==> src/rtl/regfile_dump_pkg.sv <==
`default_nettype none
// ============================================================================
// Module      : regfile_dump_pkg
// Description : Shared constants, FSM state and beat type for the regfile
//               dump reader.
// Revision    : 1.0
// ============================================================================
package regfile_dump_pkg;

    localparam int XLEN = 32;
    localparam int NREG = 32;
    localparam int AW   = 5;

    typedef enum logic [2:0] {
        IDLE  = 3'd0,
        FETCH = 3'd1,
        SEND  = 3'd2,
        CHK   = 3'd3,
        DONE  = 3'd4
    } dump_state_e;

    typedef struct packed {
        logic [AW-1:0]   addr;
        logic [XLEN-1:0] data;
        logic            last;
        logic            chk;
    } dump_beat_t;

endpackage
`default_nettype wire

==> src/rtl/regfile_dump_ptr.sv <==
`default_nettype none
// ============================================================================
// Module      : regfile_dump_ptr
// Description : Wrap-around register pointer with load, increment and an
//               end-of-range compare.
// Revision    : 1.0
// ============================================================================
module regfile_dump_ptr
    import regfile_dump_pkg::*;
(
    input  logic          clk_i,
    input  logic          rst_ni,
    input  logic          i_load,
    input  logic [AW-1:0] i_first,
    input  logic [AW-1:0] i_last,
    input  logic          i_inc,
    output logic [AW-1:0] o_ptr,
    output logic          o_at_end
);

    logic [AW-1:0] r_ptr;
    logic [AW-1:0] r_end;

    // Increment is modulo NREG by virtue of the AW-bit width.
    always_ff @(posedge clk_i) begin
        if (!rst_ni) begin
            r_ptr <= '0;
            r_end <= '0;
        end else if (i_load) begin
            r_ptr <= i_first;
            r_end <= i_last;
        end else if (i_inc) begin
            r_ptr <= r_ptr + 1'b1;
        end
    end

    assign o_ptr    = r_ptr;
    assign o_at_end = (r_ptr == r_end);

endmodule
`default_nettype wire

==> src/rtl/regfile_dump_reader.sv <==
`default_nettype none
// ============================================================================
// Module      : regfile_dump_reader
// Description : Walks a register range through a spare regfile read port and
//               streams (addr, data) beats on a valid/ready interface.
//               Optional trailing XOR checksum beat: DUMP_CHECKSUM_EN.
// Revision    : 1.0
// ============================================================================
module regfile_dump_reader
    import regfile_dump_pkg::*;
(
    input  logic            clk_i,
    input  logic            rst_ni,
    input  logic            start_i,
    input  logic            abort_i,
    input  logic [AW-1:0]   first_addr_i,
    input  logic [AW-1:0]   last_addr_i,
    output logic [AW-1:0]   rf_raddr_o,
    input  logic [XLEN-1:0] rf_rdata_i,
    output logic            dump_valid_o,
    input  logic            dump_ready_i,
    output logic [AW-1:0]   dump_addr_o,
    output logic [XLEN-1:0] dump_data_o,
    output logic            dump_last_o,
    output logic            dump_chk_o,
    output logic            busy_o,
    output logic            done_o
);

`ifdef DUMP_CHECKSUM_EN
    localparam bit c_chk_en = 1'b1;
`else
    localparam bit c_chk_en = 1'b0;
`endif

    dump_state_e     r_state;
    dump_state_e     w_next;
    dump_beat_t      r_beat;
    logic [XLEN-1:0] r_xor;
    logic [AW-1:0]   w_ptr;
    logic            w_at_end;
    logic            w_load;
    logic            w_inc;
    logic            w_accept;
    logic            w_valid;
    logic            w_busy;
    logic            w_done;
    logic [AW-1:0]   w_raddr;

    assign w_load   = (r_state == IDLE) && start_i && !abort_i;
    assign w_accept = w_valid && dump_ready_i && !abort_i;
    assign w_inc    = (r_state == SEND) && w_accept && !w_at_end;

    regfile_dump_ptr u_ptr (
        .clk_i    (clk_i),
        .rst_ni   (rst_ni),
        .i_load   (w_load),
        .i_first  (first_addr_i),
        .i_last   (last_addr_i),
        .i_inc    (w_inc),
        .o_ptr    (w_ptr),
        .o_at_end (w_at_end)
    );

    always_ff @(posedge clk_i) begin
        if (!rst_ni) begin
            r_state <= IDLE;
        end else begin
            r_state <= w_next;
        end
    end

    always_comb begin
        w_next = r_state;
        if (abort_i && (r_state != IDLE)) begin
            w_next = IDLE;
        end else begin
            case (r_state)
                IDLE:    if (start_i) w_next = FETCH;
                FETCH:   w_next = SEND;
                SEND:    if (w_accept) w_next = w_at_end ? (c_chk_en ? CHK : DONE) : FETCH;
                CHK:     if (w_accept) w_next = DONE;
                DONE:    w_next = IDLE;
                default: w_next = IDLE;
            endcase
        end
    end

    always_comb begin
        w_valid = 1'b0;
        w_busy  = 1'b1;
        w_done  = 1'b0;
        w_raddr = '0;
        case (r_state)
            IDLE:    w_busy  = 1'b0;
            FETCH:   w_raddr = w_ptr;
            SEND:    w_valid = 1'b1;
            CHK:     w_valid = 1'b1;
            DONE:    w_done  = 1'b1;
            default: w_busy  = 1'b0;
        endcase
    end

    // With the checksum enabled, only the trailing checksum beat carries last.
    always_ff @(posedge clk_i) begin
        if (!rst_ni) begin
            r_beat <= '0;
            r_xor  <= '0;
        end else begin
            case (r_state)
                IDLE: begin
                    if (w_load) r_xor <= '0;
                end
                FETCH: begin
                    r_beat.addr <= w_ptr;
                    r_beat.data <= rf_rdata_i;
                    r_beat.last <= w_at_end & ~c_chk_en;
                    r_beat.chk  <= 1'b0;
                end
                SEND: begin
                    if (w_accept) begin
                        r_xor <= r_xor ^ r_beat.data;
                        if (w_at_end && c_chk_en) begin
                            r_beat.addr <= '0;
                            r_beat.data <= r_xor ^ r_beat.data;
                            r_beat.last <= 1'b1;
                            r_beat.chk  <= 1'b1;
                        end
                    end
                end
                default: ;
            endcase
        end
    end

    assign rf_raddr_o   = w_raddr;
    assign dump_valid_o = w_valid;
    assign busy_o       = w_busy;
    assign done_o       = w_done;
    assign dump_addr_o  = r_beat.addr;
    assign dump_data_o  = r_beat.data;
    assign dump_last_o  = r_beat.last;
    assign dump_chk_o   = c_chk_en ? r_beat.chk : 1'b0;

endmodule
`default_nettype wire

==> config.mk <==
export PLATFORM = sky130hd
export DESIGN_NAME = regfile_dump_reader
export DESIGN_NICKNAME = d
export VERILOG_FILES = /design/src/rtl/regfile_dump_pkg.sv /design/src/rtl/regfile_dump_ptr.sv /design/src/rtl/regfile_dump_reader.sv
export SDC_FILE = /design/constraint.sdc
export NUM_CORES = 1
export LEC_CHECK = 0
export BUFFER_PORTS_ARGS = -buffer_cell sky130_fd_sc_hd__buf_2
export CORE_MARGIN = 2
export CORE_UTILIZATION = 46
export CTS_BUF_LIST = sky130_fd_sc_hd__clkbuf_16
export CTS_CLUSTER_DIAMETER = 150
export DETAILED_ROUTE_END_ITERATION = 16
export PLACE_DENSITY = 0.76
export REMOVE_ABC_BUFFERS = 1
export SYNTH_ARGS = -nofsm -noshare
export SYNTH_HDL_FRONTEND = slang
export SYNTH_HIERARCHICAL = 1
export SYNTH_SLANG_ARGS = --single-unit
==> constraint.sdc <==
create_clock -name clk_i -period 2.51 [get_ports clk_i]
set_input_delay 0.1255 -clock clk_i [delete_from_list [all_inputs] [get_ports clk_i]]
set_output_delay 0.1255 -clock clk_i [all_outputs]
set_load 0.01 [all_outputs]
After elaboration in Yosys (flattened, before gate mapping) --
Cells that the tools add are included.
Storage, ports and cells: register bits 51, input port bits 47, output and inout port bits 47
Cells by class: add/subtract/negate cells 1, eq/ne operators 8, muxes and demuxes 11, bitwise logic cells 1, reduce and logical (&&, ||, !) cells 16
Operators by type and width (number):
- $mux W5 | 3
- $mux W3 | 4
- $pmux W3 S4 | 1
- $logic_and A1 B1 Y1 | 7
- $eq A3 B2 Y1 const B | 2
- $ne A2 B2 Y1 const B | 3
- $add A5 B1 Y5 const B | 1
- $eq A5 B5 Y1 | 1
- $reduce_or A2 Y1 | 2
- $reduce_or A4 Y1 | 1
- $eq A3 B1 Y1 const B | 1
- $eq A3 B3 Y1 const B | 1
- $logic_not A3 Y1 | 1
- $mux W1 | 3
- $reduce_and A3 Y1 | 1
- $reduce_bool A3 Y1 | 1
- $logic_not A1 Y1 | 2
- $reduce_bool A2 Y1 | 1
- $not A1 Y1 | 1

Longest topological paths before layout --
depth in word-level cells 9, gate-level depth with buffers 7, gate-level depth less buffers 7

Cells and area by module --
Netlist, hierarchy kept.
Modules (own cells, without submodules):
- regfile_dump_reader | instances 1, cells an instance 190, area each 1631.6 µm², seq. area each 820.8 µm²
- regfile_dump_ptr | instances 1, cells an instance 50, area each 480.5 µm², seq. area each 200.2 µm²

Worst setup path after synthesis --
OpenSTA, ideal clock, no wires.
kind reg-to-reg, start point register r_state[2], end point register u_ptr.r_ptr[1] (netlist: u_ptr/o_ptr[1]), setup time 0.115 ns, arrival 1.727 ns, required time 2.395 ns, setup slack 0.668 ns, cell stages (with the launch flop) 6, path buffers 0, clock period less this slack 1.842 ns, path through dfxtp_1 or2_2 nor4_1 mux2i_1 o21ai_0 and2_1
On the way: cells in the longest elaborated chain, start to end 8
RTL lines:
- start: declaration | RTL line regfile_dump_reader.sv:36 | dump_state_e r_state;
- start signal: assignment | RTL line regfile_dump_reader.sv:69 | r_state <= w_next;
- $eq A3 B2 Y1 (on tied branches) | RTL line regfile_dump_reader.sv:52, regfile_dump_reader.sv:94
- $reduce_or A2 Y1 (no source line)
- $mux W1 | RTL line regfile_dump_reader.sv:94 | case (r_state)
- $logic_and A1 B1 Y1 (2 in a row) | RTL line regfile_dump_reader.sv:51 | assign w_accept = w_valid && dump_ready_i && !abort_i;
- $logic_and A1 B1 Y1 * (2 in a row) | RTL line regfile_dump_reader.sv:52 | assign w_inc = (r_state == SEND) && w_accept && !w_at_end;
- net w_inc | RTL line regfile_dump_reader.sv:43 | logic w_inc;
- $reduce_bool A2 Y1 (no source line) *
- end signal: assignment | RTL line regfile_dump_ptr.sv:30 | r_ptr <= i_first;
- end signal: assignment | RTL line regfile_dump_ptr.sv:33 | r_ptr <= r_ptr + 1'b1;
- end: declaration | RTL line regfile_dump_ptr.sv:21 | logic [AW-1:0] r_ptr;
Mark *: on every way through the listed nets, which the timed path passes. The rest lies on a longest branch. A chain may end at the register's enable or synchronous reset.

Final worst setup path --
start point register r_state[2], end point register u_ptr.r_ptr[3] (netlist: u_ptr/o_ptr[3])
Same word-level chain as after synthesis.

==> metrics.md <==
| Metric | Value |
|---|---|
| First-pass GRT wire length | 7190 um |
| Status | completed |
| CTS max path bufs | 2 |
| Period utilisation layout | 83.8% |
| Die height | 71.8 um |
| Max cap viols | 0 |
| FF+latch count, synth | 51 |
| Pre-CTS setup slack | 0.438 ns |
| Final setup viols | 0 |
| FMAX | 0.476 GHz |
| Worst Hold Depth | 3 |
| Mux cell area share after synthesis | 3.32% |
| Crit-path max FO | 8 |
| Initial antenna violation count | 0 |
| Via count | 1813 |
| Sequential-to-total area share from yosys stat | 48.3% |
| Post-Synth Adder-Cell Area | 0.592% |
| # clock sinks | 51 |
| R2r setup slk | 0.41 ns |
| Post-CTS sizing | 0 |
| Synth Warn # | 6 |
| WP data arrival | 2.31 ns |
| H-Tree Depth | 2 |
| Hpwl dp | 3230 um |
| Syn-to-layout area delta | 29.0% |
| Xor/xnor cell area share of the yosys netlist | 4.15% |
| RSZ-0062 raised after global routing | false |
| Least-Margin Pin Slew | 0.896 ns |
| Layout cells sized above 1 | 31.2% |
| Total setup buffers inserted after CTS | 0 |
| Area fraction of the dominant cell type after synthesis | 48.3% |
| Die Area | 5150 sq um |
| Routed Antenna Nets | 0 |
| Crit path largest cell delay | 0.75 ns |
| VDD IR max | 303 uV |
| Largest net degree at the start of global routing | 53 |
| Vias in the first global route | 1676 |
| Ant diodes | 0 |
| Minimum clock period after layout | 2.10 ns |
| Filler Cell Count | 415 |
| DP Area | 2590 sq um |
| Worst setup EP type | register |
| DRT Pass-1 Iters | 4 |
| CTS buffer count | 5 |
| DRT Wirelength | 4350 um |
| Critical R2R Launch | r_state[2] |
| Min-delay src | rf_rdata_i[27] |
| Hold EP | dump_data_o[27] |
| DRC | 0 |
| Total gr overflow | 0 |
| Area contributors post-synth | dfxtp_1 (48%), nand2_1 (13%), a21boi_0 (11%), mux2i_1 (3.3%), and2_1 (2.4%) |
| Setup TNS | 0 ns |
| Post-synthesis cell count | 240 |
| Starting Density | 48.2% |
| Final WS setup | 0.408 ns |
| CTS tree | done |
| Reg-to-Reg End | u_ptr/o_ptr[3] |
| Worst relative slew slack | 39.7% |
| Combinational family with the most area after synthesis | simple AND/OR/NAND/NOR gates |
| GRT Total Usage | 17.2% |
| Critical Path RT | 2.72 ns |
| DR vias/cell | 4.75 |
| # port buffers | 92 |
| Synthesized area | 2110 sq um |
| Slew Limit Fails | 0 |
| Crit-path cells | or2_2, nor4_1, nand4_1, xor2_1, a21oi_1 |
| Post-Synth Simple-Gate Area | 23.3% |
| Fin area | 2730 sq um |
| Hold Vio Cnt, Final | 0 |
| WS Path Type | reg -> reg |
| Root Buffer | clkbuf_16 |
| Cell Pwr Density | 630 nW/um^2 |
| Compound-cell area share of the yosys netlist | 15.9% |
| Critical path's top delay family | simple AND/OR/NAND/NOR gates |
| Clock skew | 0.00474 ns |
| DR iter-0 viols | 114 |
| Distinct cells, synth | 30 |
| Insertion delay to the later sink of the worst-skew pair | 0.28 ns |
| Gpl congestion | 0.854 |
| Die width | 71.8 um |
| HP Class | in -> reg |
| Hold buffers post-CTS | 0 |
| Leakage Power | 0.00124 uW |
| CP Launch Type | register |
| Core box area | 4380 sq um |
| Row count | 24 |
| Post-layout util | 62.2% |
| Avg Cell Area, Syn | 8.80 sq um |
| Mean routed wirelength per cell | 11.4 um |
| Clock transition at the registers of the reported paths | 0.06 ns |
| CP Launch Point | r_state[2] |
| Final net count | 377 |
| Largest area contributor in the netlist | dfxtp_1 |
| Reg2Reg Depth | 5 |
| Ports | 94 |
| Crit path buffers/inverters | 0 |
| Slowest CP cell | nor4_1 |
-- cells in the final DEF, fill, tap and decap left out, types with 2 or more instances in the layout --
cell type,instances
a21boi_0,30
a21boi_1,3
a21oi_1,3
and2_0,5
and2_1,8
buf_2,92
buf_4,4
clkbuf_16,5
clkinv_1,2
dfxtp_1,51
inv_1,2
mux2i_1,7
nand2_1,72
nand4_1,2
nor2_1,3
nor2b_1,7
nor3_1,3
o21a_1,5
o21ai_0,7
xnor2_1,5
xor2_1,5
-- tightest hold or removal path, delay by kind of cell --
family / cells / cell delay, ns
buffers and inverters: 1 / 0.10
and+or+nand+nor: 1 / 0.05
AOI/OAI and AO/OA: 1 / 0.05
-- how the worst max path moves through the flow --
stage / cells past startpoint / to / slack, ns
after floorplan: 3 / dump_addr_o[0] / 0.52
after global placement: 5 / u_ptr/o_ptr[1] / 0.49
after detailed placement: 7 / u_ptr/o_ptr[3] / 0.44
after CTS: 7 / u_ptr/o_ptr[3] / 0.43
after global routing: 7 / u_ptr/o_ptr[4] / 0.25
final: 5 / u_ptr/o_ptr[3] / 0.41
-- through the flow --
step | instances | power [uW] | hold slack, ns
global placement | 374 | 1110 | 0.370
detailed placement | 374 | 1110 | 0.374
finish | 382 | 1720 | 0.0844
global route | 382 | 1800 | 0.0917
floorplan | 226 | 1010 | 0.243
CTS | 382 | 1740 | 0.0783
-- kinds of logic (layout without fill, tap and decap cells) --
group / count (synthesis) / count (layout)
muxes: 7 / 7
adders and majority gates: 1 / 1
other: 1 / 1
DFF: 51 / 51
and+or+nand+nor: 107 / 107
xor gates and xnor gates: 10 / 10
buffers and inverters: 15 / 105
AOI/OAI and AO/OA: 48 / 48
-- cells in the mapped netlist, drive strengths merged --
master,n
o21a,5
or3b,1
xor2,5
ha,1
nand4b,1
a21oi,3
nand4,2
nor2b,7
xnor2,5
conb,1
and2,13
nor2,3
o21ai,7
clkbuf,4
nand2,72
nor3b,1
mux2i,7
nand4bb,1
or2,1
nand3,1
nor3,3
inv,1
buf,10
dfxtp,51
nor4,1
a21boi,33
-- report_power, final --
| part | internal [uW] | total, uW | switching [uW] |
|---|---|---|---|
| logic | 104 | 219 | 115 |
| clock network | 359 | 624 | 265 |
| registers | 849 | 874 | 24.6 |
| total | 1310 | 1720 | 405 |
-- sequential cells by signal, summed over array words and instances (netlist names) --
register     flops
dump_addr_o      5
dump_data_o     32
dump_last_o      1
r_state          3
u_ptr/o_ptr      5
u_ptr/r_end      5
-- cell type report --
class                   instances  area [sq um]  area share [%]
well taps                      52          65.1            2.39
inverters                       1          3.75           0.138
clock inverters                 3          11.3           0.413
multi-input cells             174          1010            37.0
flip-flops and latches         51          1020            37.5
clock buffers                   5           125            4.59
repair buffers                 96           490            18.0
-- routing by layer --
layer  share of wire (%)  global-route usage [%]  up-vias
li1                    -                       -      957
met1                  46                    22.1      790
met2                  45                    28.9       62
met3                 7.9                    4.22        4
met4                0.62                    4.40        0
met5                   0                       0        -
Note: power is estimated with default switching activity, not from simulation.
